## src/rtl/shifter_pkg.sv

```systemverilog
// Shared opcode type and op-class helpers for the pipelined barrel shifter.
package shifter_pkg;

    typedef enum logic [2:0] {
        OP_SLL = 3'd0,
        OP_SRL = 3'd1,
        OP_SRA = 3'd2,
        OP_ROL = 3'd3,
        OP_ROR = 3'd4
    } op_t;

    // Left ops are executed as right ops on the bit-reversed operand.
    function automatic logic is_left(op_t op);
        return (op == OP_SLL) || (op == OP_ROL);
    endfunction

    function automatic logic is_rot(op_t op);
        return (op == OP_ROL) || (op == OP_ROR);
    endfunction

    // Codes 5..7 are reserved and behave as a passthrough.
    function automatic logic is_legal(op_t op);
        return op <= OP_ROR;
    endfunction

endpackage

```

## src/rtl/pipelined_barrel_shifter_if.sv

```systemverilog
// Request/response handshake bundle between issue stage, shifter and consumer.
interface pipelined_barrel_shifter_if #(
    parameter int WIDTH = 32,
    parameter int TAG_W = 4
);
    import shifter_pkg::*;
    localparam int LOG2W = $clog2(WIDTH);

    logic               in_valid;
    logic               in_ready;
    logic [WIDTH-1:0]   in_num;
    logic [LOG2W-1:0]   in_amt;
    op_t                in_op;
    logic [TAG_W-1:0]   in_tag;
    logic               out_valid;
    logic               out_ready;
    logic [WIDTH-1:0]   out_num;
    logic [TAG_W-1:0]   out_tag;
    logic               out_zero;

    modport master (
        output in_valid, in_num, in_amt, in_op, in_tag, out_ready,
        input  in_ready, out_valid, out_num, out_tag, out_zero
    );

    modport slave (
        input  in_valid, in_num, in_amt, in_op, in_tag, out_ready,
        output in_ready, out_valid, out_num, out_tag, out_zero
    );
endinterface

```

## src/rtl/pipelined_barrel_shifter_shift_stage.sv

```systemverilog
// One right-shift stage of fixed distance SH; vacated top bits come from
// the bits shifted out (rotate) or from the fill bit (logical/arith).
module shift_stage #(
    parameter int WIDTH = 32,
    parameter int SH    = 1
) (
    input  logic [WIDTH-1:0] i_num,
    input  logic             i_en,
    input  logic             i_rot,
    input  logic             i_fill,
    output logic [WIDTH-1:0] o_num
);
    logic [SH-1:0] w_top;

    assign w_top = i_rot ? i_num[SH-1:0] : {SH{i_fill}};
    assign o_num = i_en ? {w_top, i_num[WIDTH-1:SH]} : i_num;
endmodule

```

## src/rtl/reverser.sv

```systemverilog
// Bit-order reverser, used to turn left shifts/rotates into right ones.
module reverser #(
    parameter int N = 32
) (
    input  logic [N-1:0] i_d,
    output logic [N-1:0] o_d
);
    for (genvar i = 0; i < N; i++) begin : g_bit
        assign o_d[i] = i_d[N-1-i];
    end
endmodule

```

## src/rtl/pipelined_barrel_shifter.sv

```systemverilog
// Pipelined SLL/SRL/SRA/ROL/ROR barrel shifter with valid/ready flow control.
// A register follows every REG_EVERY mux stages; the last one is the output.
module pipelined_barrel_shifter #(
    parameter int WIDTH     = 32,
    parameter int REG_EVERY = 1,
    parameter int TAG_W     = 4
) (
    input logic                     clk,
    input logic                     rst,
    pipelined_barrel_shifter_if.slave bus
);
    import shifter_pkg::*;
    localparam int LOG2W = $clog2(WIDTH);

    // w_*[g] is what feeds mux stage g (register output or previous stage).
    logic               w_vld  [LOG2W];
    logic [WIDTH-1:0]   w_num  [LOG2W];
    logic [LOG2W-1:0]   w_amt  [LOG2W];
    op_t                w_op   [LOG2W];
    logic               w_fill [LOG2W];
    logic [TAG_W-1:0]   w_tag  [LOG2W];
    logic [WIDTH-1:0]   w_sh   [LOG2W];

    logic               w_adv;
    logic [WIDTH-1:0]   w_in_rev;
    logic [WIDTH-1:0]   w_out_rev;
    logic [WIDTH-1:0]   w_res;

    logic               r_out_vld;
    logic [WIDTH-1:0]   r_out_num;
    logic [TAG_W-1:0]   r_out_tag;
    logic               r_out_zero;

    // Whole pipe moves together; bubbles are kept, not squeezed out.
    assign w_adv        = !r_out_vld || bus.out_ready;
    assign bus.in_ready = w_adv;

    reverser #(.N(WIDTH)) u_rev_in (.i_d(bus.in_num), .o_d(w_in_rev));

    // Reserved ops get amt forced to 0 so every stage passes through.
    assign w_vld[0]  = bus.in_valid && w_adv;
    assign w_num[0]  = is_left(bus.in_op) ? w_in_rev : bus.in_num;
    assign w_amt[0]  = is_legal(bus.in_op) ? bus.in_amt : '0;
    assign w_op[0]   = bus.in_op;
    assign w_fill[0] = (bus.in_op == OP_SRA) && bus.in_num[WIDTH-1];
    assign w_tag[0]  = bus.in_tag;

    for (genvar g = 0; g < LOG2W; g++) begin : g_stage
        shift_stage #(.WIDTH(WIDTH), .SH(1 << g)) u_stage (
            .i_num  (w_num[g]),
            .i_en   (w_amt[g][g]),
            .i_rot  (is_rot(w_op[g])),
            .i_fill (w_fill[g]),
            .o_num  (w_sh[g])
        );

        if (g < LOG2W - 1) begin : g_link
            if ((g + 1) % REG_EVERY == 0) begin : g_reg
                logic             r_vld;
                logic [WIDTH-1:0] r_num;
                logic [LOG2W-1:0] r_amt;
                op_t              r_op;
                logic             r_fill;
                logic [TAG_W-1:0] r_tag;

                // Intermediate pipeline register: load on advance, hold on stall.
                always_ff @(posedge clk) begin
                    if (rst) begin
                        r_vld  <= 1'b0;
                        r_num  <= '0;
                        r_amt  <= '0;
                        r_op   <= OP_SLL;
                        r_fill <= 1'b0;
                        r_tag  <= '0;
                    end else if (w_adv) begin
                        r_vld  <= w_vld[g];
                        r_num  <= w_sh[g];
                        r_amt  <= w_amt[g];
                        r_op   <= w_op[g];
                        r_fill <= w_fill[g];
                        r_tag  <= w_tag[g];
                    end
                end

                assign w_vld[g+1]  = r_vld;
                assign w_num[g+1]  = r_num;
                assign w_amt[g+1]  = r_amt;
                assign w_op[g+1]   = r_op;
                assign w_fill[g+1] = r_fill;
                assign w_tag[g+1]  = r_tag;
            end else begin : g_comb
                assign w_vld[g+1]  = w_vld[g];
                assign w_num[g+1]  = w_sh[g];
                assign w_amt[g+1]  = w_amt[g];
                assign w_op[g+1]   = w_op[g];
                assign w_fill[g+1] = w_fill[g];
                assign w_tag[g+1]  = w_tag[g];
            end
        end
    end

    reverser #(.N(WIDTH)) u_rev_out (.i_d(w_sh[LOG2W-1]), .o_d(w_out_rev));

    assign w_res = is_left(w_op[LOG2W-1]) ? w_out_rev : w_sh[LOG2W-1];

    // Output register; zero flag is derived from the final result in the same edge.
    always_ff @(posedge clk) begin
        if (rst) begin
            r_out_vld  <= 1'b0;
            r_out_num  <= '0;
            r_out_tag  <= '0;
            r_out_zero <= 1'b0;
        end else if (w_adv) begin
            r_out_vld  <= w_vld[LOG2W-1];
            r_out_num  <= w_res;
            r_out_tag  <= w_tag[LOG2W-1];
            r_out_zero <= (w_res == '0);
        end
    end

    assign bus.out_valid = r_out_vld;
    assign bus.out_num   = r_out_num;
    assign bus.out_tag   = r_out_tag;
    assign bus.out_zero  = r_out_zero;
endmodule
```

## src/flat_wrapper.sv

```systemverilog
// flat-port wrapper written by rule: the top's interface ports become plain ports
module pipelined_barrel_shifter_flat import shifter_pkg::*;
#(
    parameter int WIDTH     = 32,
    parameter int REG_EVERY = 1,
    parameter int TAG_W     = 4
)
  (clk, rst, bus_in_valid, bus_in_num, bus_in_amt, bus_in_op, bus_in_tag, bus_out_ready, bus_in_ready, bus_out_valid, bus_out_num, bus_out_tag, bus_out_zero);
  pipelined_barrel_shifter_if #(.WIDTH(WIDTH), .TAG_W(TAG_W)) bus_i ();
  input logic clk;
  input logic rst;
  input wire logic [$bits(bus_i.in_valid)-1:0] bus_in_valid;
  input wire logic [$bits(bus_i.in_num)-1:0] bus_in_num;
  input wire logic [$bits(bus_i.in_amt)-1:0] bus_in_amt;
  input wire logic [$bits(bus_i.in_op)-1:0] bus_in_op;
  input wire logic [$bits(bus_i.in_tag)-1:0] bus_in_tag;
  input wire logic [$bits(bus_i.out_ready)-1:0] bus_out_ready;
  output wire logic [$bits(bus_i.in_ready)-1:0] bus_in_ready;
  output wire logic [$bits(bus_i.out_valid)-1:0] bus_out_valid;
  output wire logic [$bits(bus_i.out_num)-1:0] bus_out_num;
  output wire logic [$bits(bus_i.out_tag)-1:0] bus_out_tag;
  output wire logic [$bits(bus_i.out_zero)-1:0] bus_out_zero;
  assign bus_i.in_valid = bus_in_valid;
  assign bus_i.in_num = bus_in_num;
  assign bus_i.in_amt = bus_in_amt;
  assign bus_i.in_op = bus_in_op;
  assign bus_i.in_tag = bus_in_tag;
  assign bus_i.out_ready = bus_out_ready;
  assign bus_in_ready = bus_i.in_ready;
  assign bus_out_valid = bus_i.out_valid;
  assign bus_out_num = bus_i.out_num;
  assign bus_out_tag = bus_i.out_tag;
  assign bus_out_zero = bus_i.out_zero;
  pipelined_barrel_shifter #(.WIDTH(WIDTH), .REG_EVERY(REG_EVERY), .TAG_W(TAG_W)) u_core (.clk(clk), .rst(rst), .bus(bus_i));
endmodule
```

## config.mk

```make
export PLATFORM = sky130hd
export DESIGN_NAME = pipelined_barrel_shifter_flat
export DESIGN_NICKNAME = d
export VERILOG_FILES = /design/src/rtl/shifter_pkg.sv /design/src/rtl/pipelined_barrel_shifter_if.sv /design/src/rtl/pipelined_barrel_shifter_shift_stage.sv /design/src/rtl/reverser.sv /design/src/rtl/pipelined_barrel_shifter.sv /design/src/flat_wrapper.sv
export SDC_FILE = /design/constraint.sdc
export NUM_CORES = 1
export LEC_CHECK = 0
export CORE_UTILIZATION = 45
export DETAILED_ROUTE_END_ITERATION = 10
export GPL_TIMING_DRIVEN = 0
export MAX_ROUTING_LAYER = met4
export PLACE_DENSITY = 0.67
export SLEW_MARGIN = 20
export SYNTH_ARGS = -nofsm -noshare
export SYNTH_HDL_FRONTEND = slang
export SYNTH_SLANG_ARGS = --single-unit
export TNS_END_PERCENT = 100
```

## constraint.sdc

```tcl
create_clock -name clk -period 2 [get_ports clk]
set_input_delay 0.3 -clock clk [delete_from_list [all_inputs] [get_ports clk]]
set_output_delay 0.3 -clock clk [all_outputs]
set_load 0.005 [all_outputs]
```

# Yosys cells after proc, flatten, opt, wreduce, memory -nomap -nowiden
# Index checks and enable logic that the tools add are counted.
dict set report op_classes {
  eq_ne 11
  order_cmp 1
  mux 13
  add_sub_neg 0
  n_reduce_logical 14
  shifts 0
  n_bitwise 0
  div_mod_pow 0
  mul 0
}
# op count
set op_table {}
lappend op_table {{2-to-1 mux 32 bit} 7}
lappend op_table {{zero test 32 bit} 1}
lappend op_table {{== test 3 x 2 -> 1 bit (second input constant)} 6}
lappend op_table {{2-to-1 mux 16 bit} 1}
lappend op_table {{== test 3 bit (second input constant)} 5}
lappend op_table {{logical OR 1 bit} 8}
lappend op_table {{2-to-1 mux 8 bit} 1}
lappend op_table {{zero test 3 bit} 2}
lappend op_table {{2-to-1 mux 5 bit} 1}
lappend op_table {{2-to-1 mux 4 bit} 1}
lappend op_table {{<= comparator 3 bit (second input constant)} 1}
lappend op_table {{logical AND 1 bit} 2}
lappend op_table {{2-to-1 mux 2 bit} 1}
lappend op_table {{zero test 1 bit} 1}
lappend op_table {{2-to-1 mux 1 bit} 1}
dict set report totals {
  reg_bits 222
  out_inout_bits 39
  mem_count 0
  romBits 0
  wordCells 67
  ram_bits 0
  latchBits 0
}

# Longest topological paths before layout
# Gate-level depths: netlist (run 1).
dict set report logic_depth {
  ltp_word 6
  mapped_depth 9
}

# Cells and area by module
# From an unflattened synthesis (run 1), not the netlist that was laid out.
dict set report unflattened {
  hier_cells 1317
  hier_area_um2 11618.6
}
# module seq_area_each_um2 instances area_each_um2 cells_each
set by_module_without_submodules {}
lappend by_module_without_submodules {pipelined_barrel_shifter 4244.1 1 8354.3 1001}
lappend by_module_without_submodules {{shift_stage at u_core.g_stage[4].u_stage} 0.0 1 643.1 74}
lappend by_module_without_submodules {{shift_stage at u_core.g_stage[0].u_stage} 0.0 1 544.3 38}
lappend by_module_without_submodules {{shift_stage at u_core.g_stage[2].u_stage} 0.0 1 540.5 45}
lappend by_module_without_submodules {{shift_stage at u_core.g_stage[1].u_stage} 0.0 1 535.5 40}
lappend by_module_without_submodules {{shift_stage at u_core.g_stage[3].u_stage} 0.0 1 520.5 55}
lappend by_module_without_submodules {reverser 0.0 2 240.2 32}

# Worst setup path before layout (run 1)
# Ideal clock, no wire load.
dict set report synth_timing {
  path_type {register to register}
  startpoint {register u_core.g_stage[3].g_link.g_reg.r_op[1]}
  endpoint {register u_core.r_out_zero (netlist: u_core.bus.out_zero)}
  t_arrival_ps 2030
  path_slack_ps -99
  setup_time_ps 69
  path_stages_with_launch 10
  cell_sequence {dfxtp_1 > buf_2 > xnor2_1 > nand2_2 > buf_2 > a211oi_1 > o22ai_1 > a211oi_1 > nand4_1 > o21ai_1}
}
dict set report synth_via {
  elab_chain_len 6
}
# element line_no
set synth_lines {}
lappend synth_lines {{start: declaration} pipelined_barrel_shifter.sv:62} ;# op_t r_op;
lappend synth_lines {{start signal: assignment} pipelined_barrel_shifter.sv:79} ;# r_op <= w_op[g];
lappend synth_lines {{== test 3 x 2 -> 1 bit / == test 3 bit (equally long branches)} {shifter_pkg.sv:14, shifter_pkg.sv:18}}
lappend synth_lines {{logical OR 1 bit} shifter_pkg.sv:18} ;# return (op == OP_ROL) || (op == OP_ROR);
lappend synth_lines {{2-to-1 mux 16 bit} pipelined_barrel_shifter_shift_stage.sv:15} ;# assign w_top = i_rot ? i_num[SH-1:0] : {SH{i_fill}};
lappend synth_lines {{2-to-1 mux 32 bit} pipelined_barrel_shifter_shift_stage.sv:16} ;# assign o_num = i_en ? {w_top, i_num[WIDTH-1:SH]} : i_num;
lappend synth_lines {{2-to-1 mux 32 bit *} pipelined_barrel_shifter.sv:104} ;# assign w_res = is_left(w_op[LOG2W-1]) ? w_out_rev : w_sh[LOG2W-1];
lappend synth_lines {{zero test 32 bit *} pipelined_barrel_shifter.sv:117} ;# r_out_zero <= (w_res == '0);
lappend synth_lines {{end signal: assignment} pipelined_barrel_shifter.sv:117}
lappend synth_lines {{end: declaration} pipelined_barrel_shifter.sv:32} ;# logic r_out_zero;
# Mark *: on every way between the ends. The rest lies on a longest branch, timed or not.
# A chain may end at the register's enable or synchronous reset.

# Final worst setup path (run 1)
# Ends and elaborated chain as after synthesis.

==> impl_metrics.py, run 1 <==
metrics = {
    "detailed_routing": {
        "wl_per_cell_um": 20.02,
        "drtIter0Drc": 646,
        "viasPerCell": 5.795,
        "drt-total-wl_um": 33610,
        "ant_nets": 0,
        "drt_first_pass_iters": 5,
        "drc": 0,
        "vias": 9729,
    },
    "cts": {
        "worstSkewPairLatency_ps": 540,
        "cts_max_level": 1,
        "clock-sinks": 212,
        "clock-root-buffer": "clkbuf_16",
        "cts_inserted_buffers": 24,
        "ctsHoldBuffers": 0,
        "cts_tree": "yes",
        "clk_path_buf_depth": 3,
        "clkTransAtPathRegs_ps": 60,
    },
    "sta": {
        "setup_ws_ps": -280.3,
        "rsz0062_at_grt": "true",
        "period_share": 1.140,
        "relSlewSlack": 0.4466,
        "finalCriticalPeriod_ps": 2280,
        "hold_viol": 0,
        "worst-slew-pin-transition_ps": 830.1,
        "fmax_mhz": 438.5,
        "whs_ps": 330.7,
        "clock_skew_ps": 26.24,
        "drv_slew": 0,
        "finalSetupTns_ps": -280.3,
        "finalSetupViolations": 1,
    },
    "synth": {
        "ys_seq_area_frac": 0.4065,
        "synth_top_cell_by_area": "dfxtp_1",
        "avgSynthCellArea_sq_um": 8.352,
        "ys_ff_latch": 212,
        "ys_async_sr_fraction": 0,
        "synth_top_flop_cell": "dfxtp_1",
        "synth_cells": 1250,
        "ys_warn_count": 0,
        "synth-edff-count": 0,
        "yosys.area.top_type_share": 0.4065,
        "synth_area_leaders": "dfxtp_1 (41%), mux2i_1 (9.2%), a211oi_1 (7.8%), nand2_1 (6.9%), nor2_1 (6.5%)",
        "syn_area_sq_mm": 0.01044,
        "ys_types": 62,
        "synth_nets": 1298,
    },
    "worst_setup_path": {
        "cp-end-kind": "register",
        "cp.required_ps": 2460,
        "critPathMaxFanout": 10,
        "arrival_ps": 2740,
        "worstSetupStartpointType": "register",
        "reg2reg_slack_ps": -280,
        "path_class": "reg2reg",
    },
    "min_path": {
        "hold_class": "in2reg",
    },
    "floorplan": {
        "die_h_um": 154.3,
        "die_w_um": 154.3,
        "dieArea_sq_mm": 0.02381,
        "core_area_sq_mm": 0.02271,
        "num_rows": 55,
        "start_util": 0.4597,
        "ios": 87,
    },
    "placed_design": {
        "dp_hpwl_um": 25340,
        "dp.cells": 1620,
        "place_area_sq_mm": 0.01169,
        "post-place-ws_ps": -1085,
        "place_congestion": 0.9916,
        "portBuffers": 85,
    },
    "finish": {
        "syn_to_final_growth_pct": 24.34,
        "fin_nets": 1424,
        "stdcell_count": 1679,
        "finalInstanceArea_sq_mm": 0.01298,
        "fillCellCount": 2153,
        "drive_gt1_frac": 0.1299,
        "final_core_util": 0.5716,
    },
    "pwr": {
        "p_leak_nw": 4.722,
        "ir_drop_uv": 677.9,
        "finalPower_mw": 10.16,
        "powerDensity_mw_per_mm2": 782.8,
    },
    "global_routing": {
        "grt_pass1_wl_um": 52210,
        "grt_pass1_vias": 9317,
        "gr-total-overflow": 0,
        "grt_usage": 0.2894,
        "antenna_found_initial": 1,
        "grt_max_degree": 14,
    },
    "run_status": {
        "status": "finished, violations left",
        "violations": "negative setup slack",
    },
    "run": {
        "cap_violations": 0,
    },
}
==> cells in the mapped netlist (12+ instances only) <==
master	n
dfxtp_1	212
nand2_1	193
nor2_1	181
a21oi_1	126
a211oi_1	109
mux2i_1	96
clkbuf_1	94
mux4_2	30
nor3_1	25
o21ai_0	24
buf_1	14
inv_1	13
nand3_1	13
a31oi_1	12
==> per-layer routing <==
| layer | vias to the layer above | global-route usage | wire [um] |
|---|---|---|---|
| met5 | - | - | 0 |
| met4 | 0 | 0.09712 | 1026 |
| met3 | 70 | 0.03530 | 1666 |
| met2 | 308 | 0.4775 | 15920 |
| met1 | 4601 | 0.3686 | 15000 |
| li1 | 4750 | - | - |
==> kinds of logic after synthesis <==
group,count (synthesis),share of synthesized area
buffers and inverters,126,0.04650
muxes,135,0.1665
xor gates and xnor gates,3,0.003237
and+or+nand+nor,447,0.1756
AOI/OAI and AO/OA,327,0.2017
DFF,212,0.4065
==> worst max-delay path: stages, from the launching register on <==
cell	delay, ps
dfxtp_4	370
buf_12	150
xnor2_4	150
buf_4	170
a22oi_2	160
a21oi_2	60
a311oi_2	350
nand4_1	200
or4_4	470
o21ai_2	130
==> final timing paths <==
check | endpoint | startpoint | depth (start not counted)
worst max-delay path | u_core.bus.out_zero$_SDFFE_PP0N_ | u_core.g_stage[3].g_link.g_reg.r_op[1]$_SDFFE_PP0N_ | 9
worst min-delay path | u_core.g_stage[0].g_link.g_reg.r_tag[0]$_SDFFE_PP0N_ | bus_in_tag[0] | 3
worst max register to register | u_core.bus.out_zero$_SDFFE_PP0N_ | u_core.g_stage[3].g_link.g_reg.r_op[1]$_SDFFE_PP0N_ | 9
worst min register to register | u_core.bus.out_num[21]$_SDFFE_PP0N_ | u_core.bus.out_num[21]$_SDFFE_PP0N_ | 2
==> placed cells by master, fill, tap and decap left out, types with 4 or more instances in the layout <==
cell,synthesis,routed
a211oi_1,109,104
a211oi_2,0,5
a21oi_1,126,123
a221oi_1,5,4
a22oi_1,8,7
a31oi_1,12,8
buf_1,14,6
buf_4,0,18
clkbuf_1,94,71
clkbuf_16,0,26
clkbuf_2,0,16
clkbuf_4,0,8
clkbuf_8,0,4
clkdlybuf4s50_1,0,84
clkinv_2,0,6
dfxtp_1,212,207
inv_1,13,12
mux2_2,9,8
mux2i_1,96,96
mux4_2,30,30
nand2_1,193,193
nand2b_1,4,4
nand3_1,13,13
nor2_1,181,180
nor2b_1,6,5
nor3_1,25,21
o211ai_1,8,8
o21ai_0,24,21
o22ai_1,9,8
==> sequential cells by signal, summed over array words and instances (netlist names) <==
name,flops
u_core.bus.out_num,32
u_core.bus.out_tag,4
u_core.bus.out_valid,1
u_core.bus.out_zero,1
u_core.g_stage.g_link.g_reg.r_amt,10
u_core.g_stage.g_link.g_reg.r_fill,4
u_core.g_stage.g_link.g_reg.r_num,128
u_core.g_stage.g_link.g_reg.r_op,12
u_core.g_stage.g_link.g_reg.r_tag,16
u_core.g_stage.g_link.g_reg.r_vld,4
==> area by class of cell <==
type                       count  area [sq um]  share of cell area
clock buffer                  30         663.1             0.05108
multi-input combinational    912          5972              0.4600
inverter                      13         48.80            0.003759
buffer                       111         566.8             0.04366
clock inverter                13         116.4            0.008964
antenna                        1         2.502           0.0001928
sequential                   212          4258              0.3280
timing repair buffer         102         997.2             0.07682
tap                          285         356.6             0.02747
==> power by group <==
| group | internal [mW] | total, mW | switching [mW] |
|---|---|---|---|
| registers | 4.44 | 4.65 | 0.209 |
| clock network | 2.49 | 4.31 | 1.82 |
| logic | 0.598 | 1.20 | 0.604 |
| total | 7.53 | 10.2 | 2.63 |
==> timing repair <==
| action | in CTS | in global routing |
|---|---|---|
| endpoints found under the setup margin | 135 | 61 |
| gates cloned | 0 | 0 |
| pin swaps | 7 | 9 |
| gates resized for setup | 67 | 50 |
| setup buffers | 13 | 4 |
Power figures use the tool's default switching activity.
==> run 2, diff against run 1 <==
--- a/config.mk
+++ b/config.mk
@@ -9,7 +9,8 @@
 export DETAILED_ROUTE_END_ITERATION = 10
 export GPL_TIMING_DRIVEN = 0
 export MAX_ROUTING_LAYER = met4
-export PLACE_DENSITY = 0.67
+export PLACE_DENSITY = 0.64
+export SKIP_LAST_GASP = 1
 export SLEW_MARGIN = 20
 export SYNTH_ARGS = -nofsm -noshare
 export SYNTH_HDL_FRONTEND = slang
==> run 2 against run 1 <==
Compared with the run above:
- largest power group unchanged
- final area decreased by 0.52%
- first-iteration DRC count increased by 21%
- the flow still finishes with violations (negative setup slack)
- global-route usage increased by 1.2 points
- count of clock-buffer cells in the layout unchanged
- non-clock buffer count decreased by 4
- via count increased by 0.65%
- hold slack improved by 2.8 ps
- register-to-register slack about the same
==> impl_metrics.py, run 2 (same netlist as run 1, synthesis figures left out) <==
metrics = {
    "worst_setup_path": {
        "critPathMaxFanout": 10,
        "path_class": "reg2reg",
        "cp.required_ps": 2450,
        "cp-end-kind": "register",
        "worstSetupStartpointType": "register",
        "arrival_ps": 2720,
    },
    "global_routing": {
        "grt_max_degree": 14,
        "grt_pass1_vias": 9529,
        "gr-total-overflow": 0,
        "grt_usage": 0.3018,
        "antenna_found_initial": 0,
        "grt_pass1_wl_um": 54590,
    },
    "finish": {
        "fillCellCount": 2166,
        "top_register": "u_core.g_stage.g_link.g_reg.r_num",
        "fin_nets": 1420,
        "num_antenna_cells": 0,
        "syn_to_final_growth_pct": 23.69,
        "final_common_cell": "dfxtp_1",
        "final_core_util": 0.5687,
        "largest_reg_flops": 128,
        "mostFrequentLayoutCells": "dfxtp_1 (207), nand2_1 (191), nor2_1 (180)",
        "drive_gt1_frac": 0.1217,
    },
    "run": {
        "cap_violations": 0,
    },
    "cts": {
        "worstSkewPairLatency_ps": 530,
        "clock-root-buffer": "clkbuf_16",
        "clock-sinks": 212,
        "clk_path_buf_depth": 3,
        "clkTransAtPathRegs_ps": 60,
        "cts_tree": "yes",
        "ctsHoldBuffers": 0,
        "cts_max_level": 1,
        "cts_inserted_buffers": 24,
    },
    "detailed_routing": {
        "vias": 9792,
        "drtIter0Drc": 781,
        "viasPerCell": 5.849,
        "drc": 0,
        "drt_first_pass_iters": 5,
        "wl_per_cell_um": 20.58,
        "drt-total-wl_um": 34460,
        "ant_nets": 0,
    },
    "pwr": {
        "p_leak_nw": 4.713,
        "powerDensity_mw_per_mm2": 801.8,
        "finalPower_mw": 10.35,
        "ir_drop_uv": 663.0,
    },
    "placed_design": {
        "portBuffers": 85,
        "dp_hpwl_um": 26090,
        "place_congestion": 0.9864,
        "post-place-ws_ps": -1102,
    },
    "floorplan": {
        "core_area_sq_mm": 0.02271,
        "num_rows": 55,
        "die_h_um": 154.3,
        "ios": 87,
        "start_util": 0.4597,
        "die_w_um": 154.3,
        "dieArea_sq_mm": 0.02381,
    },
    "run_status": {
        "violations": "negative setup slack",
        "status": "finished, violations left",
    },
    "sta": {
        "finalSetupTns_ps": -271.1,
        "drv_slew": 0,
        "hold_viol": 0,
        "fmax_mhz": 440.3,
        "relSlewSlack": 0.4919,
        "finalCriticalPeriod_ps": 2271,
        "clock_skew_ps": 15.04,
        "setup_ws_ps": -271.1,
        "period_share": 1.136,
        "worst-slew-pin-transition_ps": 762.1,
        "rsz0062_at_grt": "true",
        "finalSetupViolations": 1,
    },
    "min_path": {
        "hold_class": "in2reg",
    },
}
run 2: where the power goes:
part / switching [mW] / leakage (nW) / internal (mW)
Sequential: 0.209 / 1.74 / 4.44
Combinational: 0.599 / 2.59 / 0.581
Clock: 1.79 / 0.386 / 2.74
Total: 2.60 / 4.71 / 7.76
run 2: per-stage QoR:
step / hold WS, ps / std cells / instance area [sq um]
3_3_place_gp: 440.2 / 1620 / 11690
4_1_cts: 323.9 / 1670 / 12800
2_1_floorplan: 432.1 / 1250 / 10480
3_5_place_dp: 443.6 / 1620 / 11690
6_report: 333.5 / 1674 / 12910
5_1_grt: 342.8 / 1674 / 12910
run 2: layout make-up:
class	count	area, sq um	area share
sequential	212	4255	0.3295
timing repair buffer	99	978.4	0.07577
inverter	13	48.80	0.003779
clock buffer	30	623.1	0.04825
buffer	110	566.8	0.04389
multi-input combinational	912	5901	0.4569
clock inverter	13	183.9	0.01424
tap	285	356.6	0.02761
run 2: worst max-delay path: stages (launching register included):
cell and delay, ps:
dfxtp_4 360, buf_12 150, xnor2_4 160, buf_6 140, buf_4 140, nand3_1 80, o211ai_1 150, o32a_1 400
a2111oi_2 240, nand4_1 190, o21ai_1 180
run 2: worst paths after layout:
path	start	slack (ps)	end	cells past startpoint
worst max register to register	u_core.g_stage[3].g_link.g_reg.r_op[1]$_SDFFE_PP0N_	-270	u_core.bus.out_zero$_SDFFE_PP0N_	10
worst min-delay path	bus_in_valid	330	u_core.g_stage[0].g_link.g_reg.r_vld$_SDFFE_PP0N_	3
worst min register to register	u_core.bus.out_num[1]$_SDFFE_PP0N_	450	u_core.bus.out_num[1]$_SDFFE_PP0N_	2
worst max-delay path	u_core.g_stage[3].g_link.g_reg.r_op[1]$_SDFFE_PP0N_	-270	u_core.bus.out_zero$_SDFFE_PP0N_	10
run 2: metal layers:
layer	wire length (um)	global-route usage	up-vias	share of wire
met5	0	-	-	0
met1	15310	0.3904	4640	0.44
met4	1202	0.1094	0	0.035
met3	1749	0.02886	78	0.051
li1	-	-	4733	-
met2	16200	0.4929	341	0.47
run 2: timing repair:
| action | CTS | global route |
|---|---|---|
| gates resized for setup | 69 | 40 |
| gates cloned | 0 | 0 |
| buffers inserted | 9 | 5 |
| setup endpoints to repair | 134 | 100 |
| pin swaps | 3 | 1 |
